===== src/rtl/rr_decode_arbiter_if.sv =====
// ---------------------------------------------------------------------------
// rr_decode_arbiter_if
// Bundles the request/grant signals of the round-robin decode arbiter.
//   req       [7:0]  request vector, req[i] high while requester i wants the resource
//   done             single-cycle release pulse from the current owner
//   gnt       [7:0]  one-hot grant (registered)
//   gnt_idx   [2:0]  binary index of the owner
//   gnt_valid        a grant is active
//   timeout          one-cycle pulse when a grant is force-released by the hold limit
// master: requester side (drives req/done); slave: the arbiter.
// ---------------------------------------------------------------------------
interface rr_decode_arbiter_if;
    logic [7:0] req;
    logic       done;
    logic [7:0] gnt;
    logic [2:0] gnt_idx;
    logic       gnt_valid;
    logic       timeout;

    modport master (
        output req, done,
        input  gnt, gnt_idx, gnt_valid, timeout
    );

    modport slave (
        input  req, done,
        output gnt, gnt_idx, gnt_valid, timeout
    );
endinterface


===== src/rtl/rr_decode_arbiter.sv =====
// ---------------------------------------------------------------------------
// rr_decode_arbiter
// Round-robin arbiter sharing one 3-to-8 select resource among eight
// requesters. A grant is held until the owner pulses done, drops its request,
// or the hold limit MAX_HOLD expires (0 disables the limit). The winner is
// presented as a one-hot vector and as a binary index; all outputs are
// registered.
//   clk    rising-edge clock
//   rst_n  asynchronous active-low reset
//   bus    rr_decode_arbiter_if.slave (req, done in; gnt, gnt_idx,
//          gnt_valid, timeout out)
// ---------------------------------------------------------------------------
module rr_decode_arbiter #(
    parameter int unsigned MAX_HOLD = 16
) (
    input logic               clk,
    input logic               rst_n,
    rr_decode_arbiter_if.slave bus
);

    typedef enum logic [1:0] {
        IDLE  = 2'b00,
        GRANT = 2'b01
    } state_e;

    localparam bit         HOLD_EN   = (MAX_HOLD != 0);
    // Last hold_cnt value of a grant: the owner has then held it MAX_HOLD cycles.
    localparam logic [7:0] HOLD_LAST = 8'((MAX_HOLD == 0) ? 0 : MAX_HOLD - 1);

    state_e     state_q, state_d;
    logic [2:0] rr_ptr_q, rr_ptr_d;
    logic [7:0] hold_cnt_q, hold_cnt_d;
    logic [7:0] gnt_q, gnt_d;
    logic [2:0] gnt_idx_q, gnt_idx_d;
    logic       gnt_valid_q, gnt_valid_d;
    logic       timeout_q, timeout_d;

    logic       found;
    logic [2:0] win;
    logic [2:0] cand;
    logic       hold_hit;

    // Priority search starting at rr_ptr and wrapping mod 8.
    always_comb begin
        found = 1'b0;
        win   = '0;
        cand  = rr_ptr_q;
        for (int k = 0; k < 8; k++) begin
            cand = rr_ptr_q + 3'(k);
            if (!found && bus.req[cand]) begin
                found = 1'b1;
                win   = cand;
            end
        end
    end

    // NOTE: every next-state signal gets a default first so no path leaves
    // it unassigned, which would otherwise infer a latch.
    always_comb begin
        state_d     = state_q;
        rr_ptr_d    = rr_ptr_q;
        hold_cnt_d  = hold_cnt_q;
        gnt_d       = gnt_q;
        gnt_idx_d   = gnt_idx_q;
        gnt_valid_d = gnt_valid_q;
        timeout_d   = 1'b0;
        hold_hit    = HOLD_EN && (hold_cnt_q == HOLD_LAST);

        case (state_q)
            IDLE: begin
                gnt_d       = '0;
                gnt_valid_d = 1'b0;
                if (found) begin
                    state_d     = GRANT;
                    gnt_idx_d   = win;
                    gnt_d       = 8'b1 << win;
                    gnt_valid_d = 1'b1;
                    hold_cnt_d  = '0;
                end
            end
            GRANT: begin
                hold_cnt_d = (hold_cnt_q == 8'hFF) ? hold_cnt_q : hold_cnt_q + 8'd1;
                // All release causes merge into one release; timeout only
                // reflects the hold-limit cause.
                if (bus.done || !bus.req[gnt_idx_q] || hold_hit) begin
                    state_d     = IDLE;
                    gnt_d       = '0;
                    gnt_valid_d = 1'b0;
                    rr_ptr_d    = gnt_idx_q + 3'd1;
                    timeout_d   = hold_hit;
                end
            end
            default: begin
                state_d     = IDLE;
                gnt_d       = '0;
                gnt_valid_d = 1'b0;
            end
        endcase
    end

    // NOTE: sequential state uses non-blocking assignments so every register
    // samples the pre-edge values, independent of statement order.
    always_ff @(posedge clk or negedge rst_n) begin
        if (!rst_n) begin
            state_q     <= IDLE;
            rr_ptr_q    <= '0;
            hold_cnt_q  <= '0;
            gnt_q       <= '0;
            gnt_idx_q   <= '0;
            gnt_valid_q <= 1'b0;
            timeout_q   <= 1'b0;
        end else begin
            state_q     <= state_d;
            rr_ptr_q    <= rr_ptr_d;
            hold_cnt_q  <= hold_cnt_d;
            gnt_q       <= gnt_d;
            gnt_idx_q   <= gnt_idx_d;
            gnt_valid_q <= gnt_valid_d;
            timeout_q   <= timeout_d;
        end
    end

    assign bus.gnt       = gnt_q;
    assign bus.gnt_idx   = gnt_idx_q;
    assign bus.gnt_valid = gnt_valid_q;
    assign bus.timeout   = timeout_q;

endmodule


===== src/flat_wrapper.sv =====
// flat-port wrapper written by rule: the top's interface ports become plain ports
module rr_decode_arbiter_flat 
#(
    parameter int unsigned MAX_HOLD = 16
)
  (clk, rst_n, bus_req, bus_done, bus_gnt, bus_gnt_idx, bus_gnt_valid, bus_timeout);
  rr_decode_arbiter_if bus_i ();
  input logic clk;
  input logic rst_n;
  input wire logic [$bits(bus_i.req)-1:0] bus_req;
  input wire logic [$bits(bus_i.done)-1:0] bus_done;
  output wire logic [$bits(bus_i.gnt)-1:0] bus_gnt;
  output wire logic [$bits(bus_i.gnt_idx)-1:0] bus_gnt_idx;
  output wire logic [$bits(bus_i.gnt_valid)-1:0] bus_gnt_valid;
  output wire logic [$bits(bus_i.timeout)-1:0] bus_timeout;
  assign bus_i.req = bus_req;
  assign bus_i.done = bus_done;
  assign bus_gnt = bus_i.gnt;
  assign bus_gnt_idx = bus_i.gnt_idx;
  assign bus_gnt_valid = bus_i.gnt_valid;
  assign bus_timeout = bus_i.timeout;
  rr_decode_arbiter #(.MAX_HOLD(MAX_HOLD)) u_core (.clk(clk), .rst_n(rst_n), .bus(bus_i));
endmodule

===== config.mk =====
export PLATFORM = sky130hd
export DESIGN_NAME = rr_decode_arbiter_flat
export DESIGN_NICKNAME = d
export VERILOG_FILES = /design/src/rtl/rr_decode_arbiter_if.sv /design/src/rtl/rr_decode_arbiter.sv /design/src/flat_wrapper.sv
export SDC_FILE = /design/constraint.sdc
export NUM_CORES = 1
export LEC_CHECK = 0
export ABC_AREA = 1
export BUFFER_PORTS_ARGS = -buffer_cell sky130_fd_sc_hd__buf_2
export CORE_ASPECT_RATIO = 1.1
export CORE_MARGIN = 3
export CORE_UTILIZATION = 53
export DETAILED_ROUTE_END_ITERATION = 6
export PLACE_DENSITY = 0.77
export RECOVER_POWER = 100
export SLEW_MARGIN = 30
export SYNTH_ARGS = -nofsm -noshare
export SYNTH_HDL_FRONTEND = slang
export SYNTH_SLANG_ARGS = --single-unit

===== constraint.sdc =====
create_clock -name clk -period 2.39 [get_ports clk]
set_clock_uncertainty 0.2 [all_clocks]
set_input_delay 0.239 -clock clk [delete_from_list [all_inputs] [get_ports clk]]
set_output_delay 0.239 -clock clk [all_outputs]
set_load 0.1 [all_outputs]

Yosys cells after proc, flatten, opt, wreduce, memory -nomap -nowiden
Cells that the tools add are included.

word-level totals
  register bits = 26
  bits in latches = 0
  RAM bits = 0
  bits in read-only memories = 0
  input bits = 11
  output and inout port bits = 13
  logic and storage cells = 103
  memories = 0

operators by class
  add/sub/neg operators = 9
  multipliers = 0
  div/mod/pow operators = 0
  order comparisons = 9
  equality and inequality tests = 6
  shift operators = 1
  multiplexer cells = 48
  bitwise logic cells = 0
  reductions and logical operators = 23

operators by type and width
  kind                                                   number
  < comparator 3 x 4 -> 1 bit, second input constant     9
  two-way mux 8 bit                                      4
  one-hot mux 8 bit (2 select lines)                     2
  binary-select mux 1 bit (select 3 bit)                 9
  two-way mux 3 bit                                      8
  two-way mux 1 bit                                      21
  adder 3 bit, second input constant                     4
  adder 8 x 1 -> 8 bit, second input constant            1
  == test 8 x 4 -> 1 bit, second input constant          1
  == test 8 bit, second input constant                   1
  zero test 1 bit                                        8
  left shift 1 x 3 -> 8 bit, first input constant        1
  logical AND 1 bit                                      7
  adder 3 x 1 -> 3 bit, second input constant            2
  adder 3 x 2 -> 3 bit, second input constant            2
  AND reduction 2 bit                                    3
  two-way mux 2 bit                                      2
  inequality test 2 x 1 -> 1 bit, second input constant  2
  one-hot mux 2 bit (2 select lines)                     1
  AND reduction 3 bit                                    1
  == test 2 x 1 -> 1 bit, second input constant          1
  zero test 2 bit                                        1
  logical OR 1 bit                                       2
  inequality test 2 bit, second input constant           1
  2 further kinds                                        2

Longest topological paths before layout
Gate-level depths: netlist (run 1).

  depth after elaboration = 27
  mapped depth = 21
  mapped depth without buffers = 19

Worst setup path after synthesis (run 1)
No wires, ideal clock.

  path type = register to register
  start point = reg u_core.rr_ptr_q[0]
  end point = reg u_core.gnt_q[0] (netlist: u_core.bus.gnt[0])
  library setup time = 0.120 ns
  data arrival time = 2.263 ns
  required time = 2.070 ns
  setup slack = -0.193 ns
  stages on the path, launching flop included = 19
  buffers on the path = 2
  period minus slack after synthesis = 2.583 ns
  cells stage by stage = dfrtp_1 -> buf_6 -> inv_2 -> buf_6 -> ha_1 -> inv_1 -> nand3_1 -> nand3_2 -> nand2_4 -> nor2_8 -> nand4_4 -> nor2_4 -> nand3b_2 -> nand2_4 -> inv_4 -> nand3_2 -> inv_2 -> nand2_1 -> nand2_1

on the way
  word-level cells in the longest chain between the ends = 27
  elaborated cells between the ends (all ways) = 56
  classes of those cells = 7 x add/sub; 1 x shift; 34 x mux; 14 x reduce/logical

RTL lines
  element                                                                        RTL line                  source
  start, declared                                                                rr_decode_arbiter.sv:31   logic [2:0] rr_ptr_q, rr_ptr_d;
  start signal, assigned                                                         rr_decode_arbiter.sv:114  rr_ptr_q <= rr_ptr_d;
  parallel branches: the longest is 25 deep, another holds adder 3 x 1 -> 3 bit  --
  two-way mux 8 bit (*)                                                          rr_decode_arbiter.sv:73   if (found) begin
  one-hot mux 8 bit (2 select lines) (*)                                         rr_decode_arbiter.sv:69   case (state_q)
  end signal, assigned                                                           rr_decode_arbiter.sv:116  gnt_q <= gnt_d;
  end, declared                                                                  rr_decode_arbiter.sv:33   logic [7:0] gnt_q, gnt_d;

Every way passes the cells marked *. The select of a mux whose other input is x is not followed.
A chain may end at the register's enable or synchronous reset.

Worst setup path in the final report (run 1)
  start point = reg u_core.rr_ptr_q[0]
  end point = reg u_core.gnt_q[2] (netlist: u_core.bus.gnt[2])

Same word-level chain as after synthesis.

==> run_results.csv, run 1 <==
group,metric,value,unit
global_routing,grt_pass1_wl,8070,µm
yosys,synthesis.nets,294,
finish,final_common_cell,"sky130_fd_sc_hd__nand2_1",
yosys,combinational_family_with_the_most_area_after_synthesis,"simple AND/OR/NAND/NOR gates",
clock_tree,tritoncts,"built",
sta,final.period_utilization,102,%
yosys,synth-seq-area-share,31.4,%
critical_path,worstPathCellList,"inv_4 -> ha_4 -> inv_6 -> nand3_4 -> nand3_2 -> nand2_4 -> nor2_8 -> nand4_4 -> nor2_4 -> nand4_1 -> nand3_4 -> nand2_2 -> o21bai_1",
critical_path,path_class,"flop to flop",
detailed_routing,via_count,1955,
finish,area_of_the_multi_input_gates,1400,µm²
critical_path,crit_cells,13,
critical_path,crit_path_end_kind,"flop",
yosys,syn-cell-area,1990,µm²
yosys,synth_adder_area_share,2.51,%
die,chipWidth,64.5,µm
finish,insertedDiodeCount,0,
detailed_routing,wirelength,4830,µm
clock_tree,path_clk_slew,0.14,ns
clock_tree,htree_num_levels,1,
placed_design,numPortBuffers,23,
yosys,post_synth_num_cell_types,34,
die,core_area,3470,µm²
critical_path,timing.critical_path.fanout_max,6,
detailed_routing,initialDrtViolationCount,105,
sta,worst_slack,-0.0483,ns
critical_path,critPathRequiredTime,2.44,ns
critical_path,critical_path.top_delay_family,"simple AND/OR/NAND/NOR gates",
finish,finalNetCount,333,
yosys,synthXorXnorAreaFrac,3.08,%
clock_tree,cts_inserted_buffers,3,
finish,syn2layout_area_growth,25.6,%
sta,worst-slew-pin-transition,1.32,ns
finish,n_fill_cell,282,
critical_path,setup.reg_to_reg.worst_slack,-0.05,ns
clock_tree,tritoncts_num_sinks,25,
detailed_routing,drt-vias-per-instance,5.36,
sta,timing.final.hold_violations,0,
critical_path,worstRegToRegCells,13,
yosys,synthesized_area_fraction_occupied_by_ao_oa_aoi_and_oai_cells,10.5,%
yosys,postSynthRegisterBits,25,
sta,report.final.slew_viol_count,0,
yosys,syn_area_per_cell,7.14,µm²
clock_tree,cts_max_path_buffers,2,
yosys,syn_inst_count,279,
detailed_routing,drt_first_pass_iters,4,
finish,post_route_cells_drive_above_1_share,31.9,%
hold_path,worst_hold_depth,6,
critical_path,cp_num_buf_inv,2,
detailed_routing,wl_per_cell,13.2,µm
status,failed_checks,"negative setup slack",
run,max_cap_viol_count,0,
finish,layout.cells.most_common_list,"sky130_fd_sc_hd__nand2_1 (59), sky130_fd_sc_hd__inv_1 (29), sky130_fd_sc_hd__dfrtp_1 (25)",
die,floorplan.die_area,4530,µm²
critical_path,max_stage_delay,0.44,ns
yosys,ys.warnings.count,0,
sta,total_negative_slack,-0.222,ns
die,floorplan.initialDensity,57.5,%
hold_path,type_of_the_worst_min_delay_path,"input port to flop",
detailed_routing,drt_drc_violations_left,0,
global_routing,pin_count_of_the_biggest_net_entering_global_routing,26,
detailed_routing,final_antenna_net_count,0,
yosys,post_synth_and_or_nand_nor_area_fraction,42.9,%
sta,layout_min_cycle_time,2.44,ns
sta,slew_headroom,12.3,%
sta,fmax,410,MHz
placed_design,detailedPlacementHpwl,3670,µm
die,std_cell_rows,22,
placed_design,global_placer_s_final_weighted_congestion,0.919,
critical_path,crit_arrival,2.49,ns
global_routing,first_global_vias,1853,
critical_path,critical_path.reg2reg.startpoint,"u_core.rr_ptr_q[0]",
sta,report.final.setup_viol,9,
global_routing,global_route.usage.total,21.6,%
status,run_status,"finished with violations",
global_routing,overflow,0,
finish,seqCellArea,626,µm²
yosys,synthMuxAreaShare,0,%
clock_tree,worst_skew_pair.late_latency,0.33,ns
clock_tree,ctsRootBufferMaster,"sky130_fd_sc_hd__clkbuf_4",
critical_path,critical_path.startpoint_type,"flop",
die,number_of_ports_placed_on_the_die_boundary,24,
hold_path,timing.hold.worst_endpoint,"u_core.rr_ptr_q[0]",
critical_path,timing.rr.end,"u_core.bus.gnt[2]",
die,floorplan.die.height,70.3,µm
global_routing,antenna_found_initial,0,
sta,unrepaired_setup_endpoints_after_global_routing,"yes",
critical_path,slowest_cell_on_crit_path,"sky130_fd_sc_hd__dfrtp_1",
critical_path,cpMostUsedCell,"sky130_fd_sc_hd__nand3_4",
hold_path,min-delay-start,"bus_done",
[layout make-up]
cell class                      instances  area share, %
Clock buffer                            3          0.900
Inverter                               41           6.55
Multi-Input combinational cell        209           55.9
Clock inverter                          1          0.200
Sequential cell                        25           25.0
Timing Repair Buffer                   38           9.05
Tap cell                               48           2.40
[cell usage after synthesis]
cell type,instances,area share [%]
sky130_fd_sc_hd__nand2_1,71,13
sky130_fd_sc_hd__inv_1,30,5.6
sky130_fd_sc_hd__nand3_1,27,6.8
sky130_fd_sc_hd__nor2_1,26,4.9
sky130_fd_sc_hd__dfrtp_1,25,31
sky130_fd_sc_hd__nand3_2,11,5.5
sky130_fd_sc_hd__inv_2,10,1.9
sky130_fd_sc_hd__a21oi_1,9,2.3
sky130_fd_sc_hd__o21ai_0,9,2.3
sky130_fd_sc_hd__nand4_1,7,2.2
sky130_fd_sc_hd__nand2_2,6,1.9
sky130_fd_sc_hd__nand2_4,6,3.4
sky130_fd_sc_hd__o21ai_1,5,1.3
sky130_fd_sc_hd__o21bai_1,5,1.9
sky130_fd_sc_hd__ha_1,4,2.5
sky130_fd_sc_hd__xnor2_1,4,1.8
sky130_fd_sc_hd__xor2_1,3,1.3
sky130_fd_sc_hd__buf_6,2,1.1
sky130_fd_sc_hd__nor2_2,2,0.63
sky130_fd_sc_hd__nor3_1,2,0.50
sky130_fd_sc_hd__o221ai_1,2,0.88
sky130_fd_sc_hd__buf_2,1,0.25
sky130_fd_sc_hd__buf_4,1,0.38
sky130_fd_sc_hd__inv_4,1,0.31
sky130_fd_sc_hd__nand3b_2,1,0.56
sky130_fd_sc_hd__nand4_4,1,1.1
sky130_fd_sc_hd__nor2_4,1,0.56
sky130_fd_sc_hd__nor2_8,1,1.0
sky130_fd_sc_hd__nor3_2,1,0.50
sky130_fd_sc_hd__o21ai_2,1,0.44
sky130_fd_sc_hd__o22ai_1,1,0.31
sky130_fd_sc_hd__o31ai_1,1,0.38
sky130_fd_sc_hd__o32ai_1,1,0.44
sky130_fd_sc_hd__o41ai_1,1,0.44
[how the worst max path moves through the flow]
stage                     slack, ns                end                from
final                         -0.05  u_core.bus.gnt[2]  u_core.rr_ptr_q[0]
after detailed placement       0.01  u_core.bus.gnt[5]  u_core.rr_ptr_q[0]
after global placement         0.05  u_core.bus.gnt[5]  u_core.rr_ptr_q[0]
after floorplan               -0.01  u_core.bus.gnt[0]  u_core.rr_ptr_q[0]
after CTS                     0.002  u_core.bus.gnt[5]  u_core.rr_ptr_q[0]
after global routing          -0.21  u_core.bus.gnt[2]  u_core.rr_ptr_q[0]
[logic make-up (layout without fill, tap and decap cells)]
family                   after synthesis  after routing
AO/OA/AOI/OAI                         35             35
adder cells (fa/ha/maj)                4              4
AND/OR/NAND/NOR                      163            163
buffers and inverters                 45             83
XOR/XNOR                               7              7
flip-flops                            25             25
[flip-flops by register name (all words and copies together) (netlist names)]
name                  cells
u_core.bus.timeout        1
u_core.bus.gnt            8
u_core.hold_cnt_q         8
u_core.bus.gnt_idx        3
u_core.state_q            1
u_core.bus.gnt_valid      1
u_core.rr_ptr_q           3
[tightest hold or removal path, cell delays in order]
cell	delay [ns]
sky130_fd_sc_hd__buf_2	0.07
sky130_fd_sc_hd__inv_1	0.03
sky130_fd_sc_hd__nand4_1	0.09
sky130_fd_sc_hd__nand2_1	0.13
sky130_fd_sc_hd__nand2_1	0.08
sky130_fd_sc_hd__o21ai_0	0.06
[routing by layer]
metal  wire, µm  up-vias  global-route usage (%)
met3        152       12                    2.09
li1           -      987                       -
met1       2020      911                    28.0
met5          0        -                       0
met4        134        0                    5.87
met2       2530       45                    38.1
[what timing repair did]
item	in CTS	in global routing
endpoints found under the hold margin	25	0
resized for setup	0	42
buffers inserted	0	3
setup endpoints to repair	2	19
hold buffers	1	0
pin swaps	1	12
[metrics by stage]
stage,setup WS [ns],cells,util [%],cell area [µm²],hold slack [ns]
2_1_floorplan,-0.0147,279,-,2040,-0.257
3_3_place_gp,0.0494,357,65.4,2270,0.0531
3_5_place_dp,0.0117,357,65.4,2270,0.0594
4_1_cts,0.00246,362,66.5,2300,0.210
5_1_grt,-0.212,365,72.2,2500,0.262
6_report,-0.0483,365,72.2,2500,0.211
Power of run 1 is not shown: default switching activity piles up to over one toggle a cycle in this logic, so the estimate is an artifact.
==> run 2, diff against run 1 <==
--- a/config.mk
+++ b/config.mk
@@ -11,6 +11,8 @@
 export CORE_MARGIN = 3
 export CORE_UTILIZATION = 53
 export DETAILED_ROUTE_END_ITERATION = 6
+export GPL_ROUTABILITY_DRIVEN = 1
+export MAX_ROUTING_LAYER = met4
 export PLACE_DENSITY = 0.77
 export RECOVER_POWER = 100
 export SLEW_MARGIN = 30
==> run_results.csv, run 2 (synthesis gave the netlist of run 1 again) <==
group,metric,value,unit
status,run_status,"finished with violations",
status,failed_checks,"negative setup slack",
placed_design,numPortBuffers,23,
detailed_routing,wl_met3,169,µm
clock_tree,cts_inserted_buffers,3,
die,std_cell_rows,22,
detailed_routing,maxUsedRoutingLayer,"met4",
finish,area_of_the_multi_input_gates,1400,µm²
critical_path,path_class,"flop to flop",
finish,post_route_cells_drive_above_1_share,31.9,%
finish,syn2layout_area_growth,25.6,%
finish,layout.cells.most_common_list,"sky130_fd_sc_hd__nand2_1 (59), sky130_fd_sc_hd__inv_1 (29), sky130_fd_sc_hd__dfrtp_1 (25)",
critical_path,critical_path.startpoint_type,"flop",
global_routing,first_global_vias,1853,
global_routing,pin_count_of_the_biggest_net_entering_global_routing,26,
sta,report.final.slew_viol_count,0,
critical_path,crit_arrival,2.49,ns
sta,fmax,410,MHz
die,core_area,3470,µm²
global_routing,grt_pass1_wl,8070,µm
sta,total_negative_slack,-0.221,ns
clock_tree,htree_num_levels,1,
finish,final_common_cell,"sky130_fd_sc_hd__nand2_1",
sta,unrepaired_setup_endpoints_after_global_routing,"yes",
die,floorplan.die.height,70.3,µm
global_routing,overflow,0,
critical_path,cpMostUsedCell,"sky130_fd_sc_hd__nand3_4",
detailed_routing,wirelength,4820,µm
finish,finish.instance_area,2500,µm²
critical_path,max_stage_delay,0.45,ns
die,floorplan.die_area,4530,µm²
sta,layout_min_cycle_time,2.44,ns
placed_design,place.detailed.instances,357,
finish,finalNetCount,333,
critical_path,slowest_cell_on_crit_path,"sky130_fd_sc_hd__dfrtp_1",
finish,n_fill_cell,282,
placed_design,global_placer_s_final_weighted_congestion,0.935,
detailed_routing,wl_per_cell,13.2,µm
detailed_routing,route.met2.wl,2520,µm
die,number_of_ports_placed_on_the_die_boundary,24,
hold_path,type_of_the_worst_min_delay_path,"input port to flop",
clock_tree,tritoncts,"built",
hold_path,worst_hold_depth,6,
clock_tree,tritoncts_num_sinks,25,
run,max_cap_viol_count,0,
critical_path,worstRegToRegCells,13,
critical_path,critPathRequiredTime,2.44,ns
placed_design,detailedPlacementHpwl,3670,µm
critical_path,setup.reg_to_reg.worst_slack,-0.05,ns
detailed_routing,drt-vias-per-instance,5.38,
die,floorplan.initialDensity,57.5,%
detailed_routing,initialDrtViolationCount,90,
sta,final.period_utilization,102,%
detailed_routing,wirelength_met1,1990,µm
critical_path,timing.critical_path.fanout_max,6,
critical_path,crit_path_end_kind,"flop",
sta,worst_slack,-0.0481,ns
finish,finalNonFillerCells,365,
clock_tree,cts_max_path_buffers,2,
detailed_routing,via_count,1963,
global_routing,antenna_found_initial,0,
detailed_routing,drt_drc_violations_left,0,
finish,insertedDiodeCount,0,
critical_path,worstPathCellList,"inv_4 -> ha_4 -> inv_6 -> nand3_4 -> nand3_4 -> nand2_4 -> nor2_8 -> nand4_4 -> nor2_4 -> nand4_1 -> nand3_4 -> nand2_2 -> o21bai_1",
sta,report.final.setup_viol,9,
clock_tree,path_clk_slew,0.14,ns
sta,timing.final.hold_violations,0,
sta,slew_headroom,12.4,%
finish,seqCellArea,626,µm²
die,chipWidth,64.5,µm
detailed_routing,final_antenna_net_count,0,
clock_tree,worst_skew_pair.late_latency,0.33,ns
global_routing,global_route.usage.total,22.2,%
sta,worst-slew-pin-transition,1.31,ns
clock_tree,ctsRootBufferMaster,"sky130_fd_sc_hd__clkbuf_4",
placed_design,placement.cell_area,2270,µm²
detailed_routing,drt_first_pass_iters,4,
-- run 2: area by class of cell --
cell class	instances	share of cell area, %
sequential	25	25.0
clock buffer	3	0.900
clock inverter	1	0.200
inverter	41	6.55
timing repair buffer	38	9.05
multi-input combinational	209	55.9
tap	48	2.40
-- run 2: repair_timing --
action,CTS,global route
pin swaps,1,12
gates resized for setup,0,42
buffers inserted,0,3
endpoints found under the hold margin,25,0
endpoints found under the setup margin,2,19
hold buffers,1,0
-- run 2: final timing paths --
kind	to	from
worst max-delay path	u_core.bus.gnt[2]	u_core.rr_ptr_q[0]
worst min-delay path	u_core.rr_ptr_q[0]	bus_done
worst max register to register	u_core.bus.gnt[2]	u_core.rr_ptr_q[0]
worst min register to register	u_core.bus.gnt[0]	u_core.bus.gnt[0]
max in group asynchronous	u_core.bus.gnt[4]	rst_n
min in group asynchronous	u_core.hold_cnt_q[1]	rst_n
-- run 2: metrics by stage --
step / hold slack [ns] / setup WS (ns) / utilization, %
after floorplan: -0.257 / -0.0147 / -
after global placement: 0.0531 / 0.0494 / 65.4
after detailed placement: 0.0594 / 0.0117 / 65.4
after CTS: 0.210 / 0.00246 / 66.5
after global routing: 0.262 / -0.210 / 72.2
final: 0.212 / -0.0481 / 72.2
-- run 2: per-layer routing --
metal,vias to the layer above,track usage (%)
li1,985,-
met1,915,28.0
met2,51,38.1
met3,12,2.09
met4,0,5.87
met5,-,-
-- run 2: worst max-delay path, delay by kind of cell, from the launching register on --
kind,cells,cell delay (ns)
buf+inv,2,0.17
simple gates,9,1.10
flops,1,0.45
fa+ha+maj,1,0.30
compound gates,1,0.15
Power of run 2 is left out for the same reason.
